**src/rtl/video_pkg.sv**
```systemverilog
// video_pkg: shared types, constants and helpers for the video object generators.
package video_pkg;
    typedef enum logic [1:0] {IDLE = 2'd0, FETCH = 2'd1, ARMED = 2'd2, DRAW = 2'd3} sprite_state_t;
    localparam int SPRITE_ROWS = 16;
    localparam int SPRITE_WIDTH = 8;
    function automatic logic [4:0] bit_width(input logic [1:0] hsize);
        return 5'd2 << hsize;
    endfunction
    function automatic logic [SPRITE_WIDTH-1:0] reverse_bits(input logic [SPRITE_WIDTH-1:0] b);
        logic [SPRITE_WIDTH-1:0] r;
        for (int i = 0; i < SPRITE_WIDTH; i++) r[i] = b[SPRITE_WIDTH-1-i];
        return r;
    endfunction
endpackage

```
**src/rtl/sprite_row_mem.sv**
```systemverilog
// sprite_row_mem: sprite bitmap register file with synchronous write, registered read and clear.
module sprite_row_mem #(
    parameter int ROW_BITS = 4,
    parameter int WIDTH = 8
) (
    input  logic                clk,
    input  logic                reset,
    input  logic                wr_en,
    input  logic [ROW_BITS-1:0] wr_addr,
    input  logic [WIDTH-1:0]    wr_data,
    input  logic [ROW_BITS-1:0] rd_addr,
    output logic [WIDTH-1:0]    rd_data
);
    logic [WIDTH-1:0] mem [2**ROW_BITS];
    always_ff @(posedge clk) begin
        if (reset) begin
            for (int i = 0; i < 2**ROW_BITS; i++) mem[i] <= '0;
            rd_data <= '0;
        end else begin
            if (wr_en) mem[wr_addr] <= wr_data;
            rd_data <= mem[rd_addr];
        end
    end
endmodule

```
**src/rtl/player_sprite.sv**
```systemverilog
// player_sprite: fetches one bitmap row per line and serialises it at x_pos with
// stretch/reflect; drives a registered pixel_on and a sticky playfield collision flag.
module player_sprite
    import video_pkg::*;
#(
    parameter int ROW_BITS = 4,
    parameter int POS_BITS = 10
) (
    input  logic                clk,
    input  logic                reset,
    input  logic [POS_BITS-1:0] hpos,
    input  logic [POS_BITS-1:0] vpos,
    input  logic                in_image,
    input  logic                playfield_on,
    input  logic [POS_BITS-1:0] x_pos,
    input  logic [POS_BITS-1:0] y_pos,
    input  logic [1:0]          hsize,
    input  logic [1:0]          vsize,
    input  logic                reflect,
    input  logic                wr_en,
    input  logic [ROW_BITS-1:0] wr_addr,
    input  logic [7:0]          wr_data,
    input  logic                collision_clear,
    output logic                pixel_on,
    output logic                collision,
    output logic                busy
);
    sprite_state_t state_q, state_d;
    logic [SPRITE_WIDTH-1:0] shreg, rd_data;
    logic [3:0] pix_cnt;
    logic [2:0] bit_cnt;
    logic [POS_BITS-1:0] d;
    logic [ROW_BITS-1:0] rd_addr;
    logic line_start, visible, hit, drawing, cur_bit, last_pix, last_bit;

    // The row is read on the line_start edge so FETCH sees registered data; a
    // write landing during FETCH therefore only shows up on the following line.
    sprite_row_mem #(.ROW_BITS(ROW_BITS), .WIDTH(SPRITE_WIDTH)) u_mem (
        .clk    (clk),
        .reset  (reset),
        .wr_en  (wr_en),
        .wr_addr(wr_addr),
        .wr_data(wr_data),
        .rd_addr(rd_addr),
        .rd_data(rd_data)
    );

    always_comb begin
        line_start = hpos == '0;
        d = vpos - y_pos;
        visible = vpos >= y_pos && d < (POS_BITS'(2**ROW_BITS) << vsize);
        rd_addr = ROW_BITS'(d >> vsize);
        hit = state_q == ARMED && hpos == x_pos;
        drawing = (state_q == DRAW || hit) && !line_start;
        cur_bit = shreg[SPRITE_WIDTH-1];
        last_pix = {1'b0, pix_cnt} >= bit_width(hsize) - 5'd1;
        last_bit = bit_cnt == 3'(SPRITE_WIDTH - 1);
        state_d = state_q;
        if (line_start) state_d = visible ? FETCH : IDLE;
        else if (state_q == FETCH) state_d = ARMED;
        else if (hit) state_d = DRAW;
        else if (state_q == DRAW && last_pix && last_bit) state_d = IDLE;
    end

    always_ff @(posedge clk) begin
        if (reset) state_q <= IDLE;
        else state_q <= state_d;
    end

    always_ff @(posedge clk) begin
        if (reset) begin
            shreg <= '0;
            pix_cnt <= '0;
            bit_cnt <= '0;
            pixel_on <= 1'b0;
            collision <= 1'b0;
        end else begin
            pixel_on <= drawing && cur_bit && in_image;
            if (drawing && cur_bit && in_image && playfield_on) collision <= 1'b1;
            else if (collision_clear) collision <= 1'b0;
            if (state_q == FETCH) begin
                shreg <= reflect ? reverse_bits(rd_data) : rd_data;
                pix_cnt <= '0;
                bit_cnt <= '0;
            end else if (drawing) begin
                if (last_pix) begin
                    shreg <= {shreg[SPRITE_WIDTH-2:0], 1'b0};
                    pix_cnt <= '0;
                    bit_cnt <= bit_cnt + 3'd1;
                end else begin
                    pix_cnt <= pix_cnt + 4'd1;
                end
            end
        end
    end

    assign busy = state_q != IDLE;
endmodule

```
**config.mk**
```make
export PLATFORM = sky130hd
export DESIGN_NAME = player_sprite
export DESIGN_NICKNAME = d
export VERILOG_FILES = /design/src/rtl/video_pkg.sv /design/src/rtl/sprite_row_mem.sv /design/src/rtl/player_sprite.sv
export SDC_FILE = /design/constraint.sdc
export NUM_CORES = 1
export LEC_CHECK = 0
export ABC_CLOCK_PERIOD_IN_PS = 6600
export CAP_MARGIN = 40
export CORE_MARGIN = 8
export CORE_UTILIZATION = 40
export CTS_CLUSTER_SIZE = 20
export DETAILED_ROUTE_END_ITERATION = 16
export GPL_TIMING_DRIVEN = 1
export PLACE_DENSITY = 0.6
export SLEW_MARGIN = 25
export SYNTH_ARGS = -nofsm -noshare
export SYNTH_HDL_FRONTEND = slang
export SYNTH_SLANG_ARGS = --single-unit
```
**constraint.sdc**
```tcl
create_clock -name clk -period 6.6 [get_ports clk]
set_input_delay 1.98 -clock clk [delete_from_list [all_inputs] [get_ports clk]]
set_output_delay 1.98 -clock clk [all_outputs]
set_load 0.02 [all_outputs]
```
==> impl_metrics.py, run 1 <==
metrics = {
    "synthesis": {
        "synth-edff-count": 128,
        "seq_area_frac_synth_pct": 52.2,
        "synth_cells": 736,
        "syn_nets": 821,
        "synth-main-ff-cell": "edfxtp_1",
        "ys_types": 65,
        "synth_warnings": 0,
        "async_flop_share_pct": 0,
        "syn_avg_cell_area_um2": 11.4,
        "synth_area_um2": 8400,
        "synth-seq-cells": 155,
    },
    "routing": {
        "routedWlPerCell_um": 21.4,
        "vias_per_cell": 5.57,
        "wl_met3_um": 1160,
        "met2_length_um": 11200,
        "firstDrtPassIters": 5,
        "via_count": 5983,
        "ant_nets": 0,
        "dr.max_layer_used": "met4",
        "wl_um": 23000,
        "met1Wirelength_um": 10100,
        "first_iter_violations": 443,
        "drc": 0,
    },
    "cts": {
        "cts_sinks": 155,
        "cts_setup_buffers": 0,
        "cts-resized-gates": 0,
        "cts_made_buffers": 17,
        "cts_tree": "done",
        "cts_buffer_depth": 2,
        "cts.clk_slew.worst_paths_ns": 0.06,
        "root_buffer": "clkbuf_16",
        "cts_hold_buf": 0,
        "h-tree-depth": 4,
        "clock_latency_ns": 0.43,
    },
    "critical_path": {
        "end_kind": "flip-flop",
        "ff2ff_setup_slack_ns": 4.25,
        "path_buf_inv": 3,
        "crit_family": "compound AO/OA/AOI/OAI gates",
        "cp_slowest_cell": "nand2_1",
        "crit_fanout": 31,
        "cp.required_ns": 6.92,
        "setup.worst_path.start_class": "input pin",
        "cpPeakStageDelay_ns": 0.59,
        "critPathArrivalTime_ns": 5.61,
        "crit_chain": "clkdlybuf4s50_1 -> inv_1 -> ha_1 -> fa_1 -> nor2b_4 -> o22a_2 -> xnor2_2 -> inv_2 -> a211o_2 -> nand2_1 -> mux2_2 -> a211o_1",
        "path_class": "in2reg",
    },
    "layout": {
        "nNetsFinal": 872,
        "ff_latch_area_um2": 4380,
        "final_common_cell": "and2_1",
        "layout-drive-gt1-share_pct": 12.4,
        "fill_cells": 1929,
        "multi_input_area_um2": 3740,
        "area_growth_pct": 17.0,
        "num_antenna_cells": 0,
        "final_cell_mix": "130 x and2_1, 128 x edfxtp_1, 65 x clkdlybuf4s50_1",
    },
    "sta": {
        "period_minus_slack_ns": 5.29,
        "worst_slew_pin_slew_ns": 0.820,
        "setup_viol": 0,
        "hold_viol": 0,
        "slew_violations": 0,
        "skew_ns": 0.0141,
        "fmax_mhz": 189,
        "finalSetupTns_ns": 0,
        "relSlewSlack_pct": 45.2,
        "finalCritPeriodShare_pct": 80.1,
        "rsz0062_at_grt": "no",
        "holdWs_ns": 0.475,
    },
    "floorplan": {
        "design.core.area_um2": 20800,
        "die_x_um": 161,
        "dieArea_um2": 25900,
        "die_h_um": 161,
        "start_util_pct": 40.3,
        "pin_count": 66,
        "row_count": 53,
    },
    "flow_run": {
        "drv_cap": 0,
    },
    "placement": {
        "portBuffers": 65,
        "dpl.hpwl_um": 16300,
        "place_congestion": 0.834,
    },
    "global_routing": {
        "grt_pass1_vias": 6062,
        "grt_pass1_wl_um": 35200,
        "track_usage_pct": 17.6,
        "overflow": 0,
        "antenna_found_initial": 0,
        "grt_max_degree": 38,
    },
    "min_path": {
        "hold_class": "reg2reg",
    },
    "outcome": {
        "status": "finished clean",
    },
    "power_and_ir_drop": {
        "power_density_nw_per_um2": 255,
        "ir_drop_uv": 187,
        "p_leak_nw": 3.58,
    },
}
-- layout make-up --
cell class	count	share of cell area (%)
clock buffers	20	4.44
well taps	275	3.50
flip-flops and latches	155	44.6
multi-input cells	518	38.1
inverters	20	0.764
repair buffers	75	7.34
clock inverters	11	1.25
-- final timing paths --
check	start	endpoint	depth (start not counted)
min reg2reg	collision	collision	1
min	collision	collision	1
max	vpos[0]	u_mem.rd_data[7]	12
max reg2reg	state_q[1]	shreg[3]	8
-- cells by family (layout without fill, tap and decap cells) --
family                     count (synthesis)  in the layout  synth area share, %
buffers and inverters                     63            126                 3.26
xor gates and xnor gates                  20             20                 2.18
AOI/OAI and AO/OA                        122            122                 10.7
and+or+nand+nor                          308            308                 21.6
adders and majority gates                 22             22                 3.37
DFF                                      155            155                 52.2
muxes                                     46             46                 6.65
-- per-stage QoR --
stage	worst slack (ns)	cell area, um2	power (W)	util, %	cells
4_1_cts	1.34	9810	0.00251	47.1	1072
5_1_grt	1.15	9820	0.00259	47.2	1074
3_5_place_dp	0.909	9250	0.00158	44.4	1041
6_report	1.31	9820	0.00251	47.2	1074
3_3_place_gp	1.00	9240	0.00157	44.4	1039
2_1_floorplan	2.01	8400	0.00142	-	736
-- sequential cells by signal (all words and copies together) (netlist names) --
signal         flops
shreg              8
pixel_on           1
bit_cnt            3
u_mem.rd_data      8
collision          1
u_mem.mem        128
state_q            2
pix_cnt            4
-- cell usage after synthesis (14+ instances only) --
cell type  number  area [um2]
a21oi_1        19        95.1
clkbuf_1       28         105
nor2_1         33         124
dfxtp_1        27         541
xnor2_1        16         140
a221o_1        14         140
mux2_2         29         327
ha_1           21         263
and2_1        130         813
and3_1         19         119
o211ai_1       30         225
inv_1          19        71.3
o21ai_0        20         100
or2_2          19         119
nand4_1        23         144
nand3_1        20         100
edfxtp_1      128        3840
nand2_1        15        56.3
-- report_power, final --
| group | switching (W) | internal [W] |
|---|---|---|
| sequential | 0.0000330 | 0.00112 |
| clock | 0.000386 | 0.000554 |
| combinational | 0.000239 | 0.000175 |
-- per-layer routing --
layer	vias to the layer above	GRT usage, %
li1	2824	-
met3	28	3.25
met5	-	0
met1	2941	22.2
met2	190	29.2
met4	0	7.28
Power figures use the tool's default switching activity.
==> run 2, diff against run 1 <==
--- a/config.mk
+++ b/config.mk
@@ -5,7 +5,7 @@
 export SDC_FILE = /design/constraint.sdc
 export NUM_CORES = 1
 export LEC_CHECK = 0
-export ABC_CLOCK_PERIOD_IN_PS = 6600
+export ABC_CLOCK_PERIOD_IN_PS = 5500
 export CAP_MARGIN = 40
 export CORE_MARGIN = 8
 export CORE_UTILIZATION = 40
==> constraint.sdc (replaced) <==
create_clock -name clk -period 5.5 [get_ports clk]
set_input_delay 1.65 -clock clk [delete_from_list [all_inputs] [get_ports clk]]
set_output_delay 1.65 -clock clk [all_outputs]
set_load 0.02 [all_outputs]
==> impl_metrics.py, run 2 (synthesized netlist as in run 1, its figures left out) <==
metrics = {
    "sta": {
        "rsz0062_at_grt": "no",
        "period_minus_slack_ns": 4.55,
        "fmax_mhz": 220,
        "holdWs_ns": 0.483,
        "finalCritPeriodShare_pct": 82.7,
        "fin_ws_ns": 0.953,
        "slew_violations": 0,
        "skew_ns": 0.00887,
        "setup_viol": 0,
        "finalSetupTns_ns": 0,
        "worst_slew_pin_slew_ns": 0.876,
        "relSlewSlack_pct": 41.4,
        "hold_viol": 0,
    },
    "layout": {
        "reg_top3": "u_mem.mem x128, shreg x8, u_mem.rd_data x8",
        "area_growth_pct": 17.4,
        "final_common_cell": "and2_1",
        "largest_register_ffs": 128,
        "layout-drive-gt1-share_pct": 12.9,
        "num_antenna_cells": 0,
        "final_cell_mix": "130 x and2_1, 128 x edfxtp_1, 65 x clkdlybuf4s50_1",
        "nNetsFinal": 871,
        "fill_cells": 1909,
        "largest-register": "u_mem.mem",
        "post-route-cell-area_um2": 9850,
        "final_cell_count_no_fill": 1074,
    },
    "critical_path": {
        "crit_fanout": 31,
        "critPathArrivalTime_ns": 4.87,
        "path_buf_inv": 3,
        "cp.required_ns": 5.82,
        "r2r_end": "shreg[2]",
        "crit_chain": "clkdlybuf4s50_1 -> inv_1 -> ha_1 -> fa_1 -> nor2b_4 -> o22a_2 -> xnor2_2 -> inv_2 -> a211o_2 -> nand2_1 -> mux2_2 -> a211o_1",
        "end_kind": "flip-flop",
        "cpPeakStageDelay_ns": 0.58,
        "rr_worst_depth": 7,
        "setup.worst_path.start_class": "input pin",
        "r2r_start": "state_q[1]",
        "cp_slowest_cell": "a211o_2",
        "crit_family": "compound AO/OA/AOI/OAI gates",
        "path_class": "in2reg",
        "ff2ff_setup_slack_ns": 3.20,
    },
    "cts": {
        "cts-resized-gates": 0,
        "cts_tree": "done",
        "cts_setup_buffers": 0,
        "clock_latency_ns": 0.44,
        "cts_buffer_depth": 2,
        "root_buffer": "clkbuf_16",
        "cts_made_buffers": 17,
        "cts.clk_slew.worst_paths_ns": 0.07,
        "cts_hold_buf": 0,
        "cts_sinks": 155,
        "h-tree-depth": 4,
    },
    "placement": {
        "portBuffers": 65,
        "place_congestion": 0.855,
        "placed_cells": 1041,
        "dpl_cell_area_um2": 9260,
        "dpl.hpwl_um": 15800,
        "dp_slack_ns": 0.557,
    },
    "routing": {
        "via_count": 5984,
        "first_iter_violations": 491,
        "firstDrtPassIters": 5,
        "wl_um": 22600,
        "routedWlPerCell_um": 21.1,
        "drc": 0,
        "vias_per_cell": 5.57,
        "ant_nets": 0,
    },
    "floorplan": {
        "row_count": 53,
        "dieArea_um2": 25900,
        "pin_count": 66,
        "die_h_um": 161,
        "start_util_pct": 40.3,
        "die_x_um": 161,
        "design.core.area_um2": 20800,
    },
    "global_routing": {
        "grt_pass1_wl_um": 34800,
        "track_usage_pct": 17.5,
        "antenna_found_initial": 0,
        "grt_pass1_vias": 5995,
        "overflow": 0,
        "grt_max_degree": 40,
    },
    "power_and_ir_drop": {
        "p_leak_nw": 3.61,
        "power_density_nw_per_um2": 309,
        "ir_drop_uv": 293,
    },
    "min_path": {
        "hp-start": "shreg[7]",
        "hold_class": "reg2reg",
        "holdPathEnd": "pixel_on",
        "min_path_cells": 2,
    },
    "outcome": {
        "status": "finished clean",
    },
    "flow_run": {
        "drv_cap": 0,
    },
}
run 2: through the flow:
step / utilization (%) / total power [W]
global placement: 44.4 / 0.00189
global route: 47.3 / 0.00314
finish: 47.3 / 0.00304
detailed placement: 44.5 / 0.00190
floorplan: - / 0.00171
CTS: 47.3 / 0.00305
run 2: worst max path at each step:
stage	slack [ns]	depth (start not counted)	from	to
finish	0.95	12	vpos[0]	u_mem.rd_data[7]
global route	0.71	12	vpos[0]	u_mem.rd_data[0]
CTS	0.99	12	vpos[0]	u_mem.rd_data[7]
detailed placement	0.56	12	vpos[0]	u_mem.rd_data[7]
global placement	0.65	12	vpos[0]	u_mem.rd_data[7]
floorplan	1.24	12	vpos[0]	u_mem.rd_data[0]
run 2: power by group:
group          internal (W)  leakage, nW  total, W  switching, W
Sequential          0.00134         1.44   0.00138     0.0000402
Combinational      0.000212         1.87  0.000499      0.000287
Clock              0.000654        0.295   0.00116      0.000504
Total               0.00221         3.61   0.00304      0.000831
run 2: worst min-delay path: stages (launching register included):
cell and delay [ns]:
dfxtp_1 0.31, nand2_1 0.07, nor3_1 0.06
run 2: final cells by class:
cell class,count,area (um2),share of cell area (%)
inverters,20,75.1,0.762
clock inverters,12,98.8,1.00
clock buffers,20,489,4.97
multi-input cells,518,3740,38.0
flip-flops and latches,155,4380,44.5
well taps,275,344,3.49
repair buffers,74,718,7.29
run 2: metal layers:
| layer | vias up | wire length (um) | global-route usage, % |
|---|---|---|---|
| met5 | - | 0 | 0 |
| met4 | 0 | 491 | 6.31 |
| met3 | 35 | 1390 | 4.02 |
| met2 | 221 | 10900 | 28.9 |
| met1 | 2905 | 9880 | 21.9 |
| li1 | 2823 | - | - |
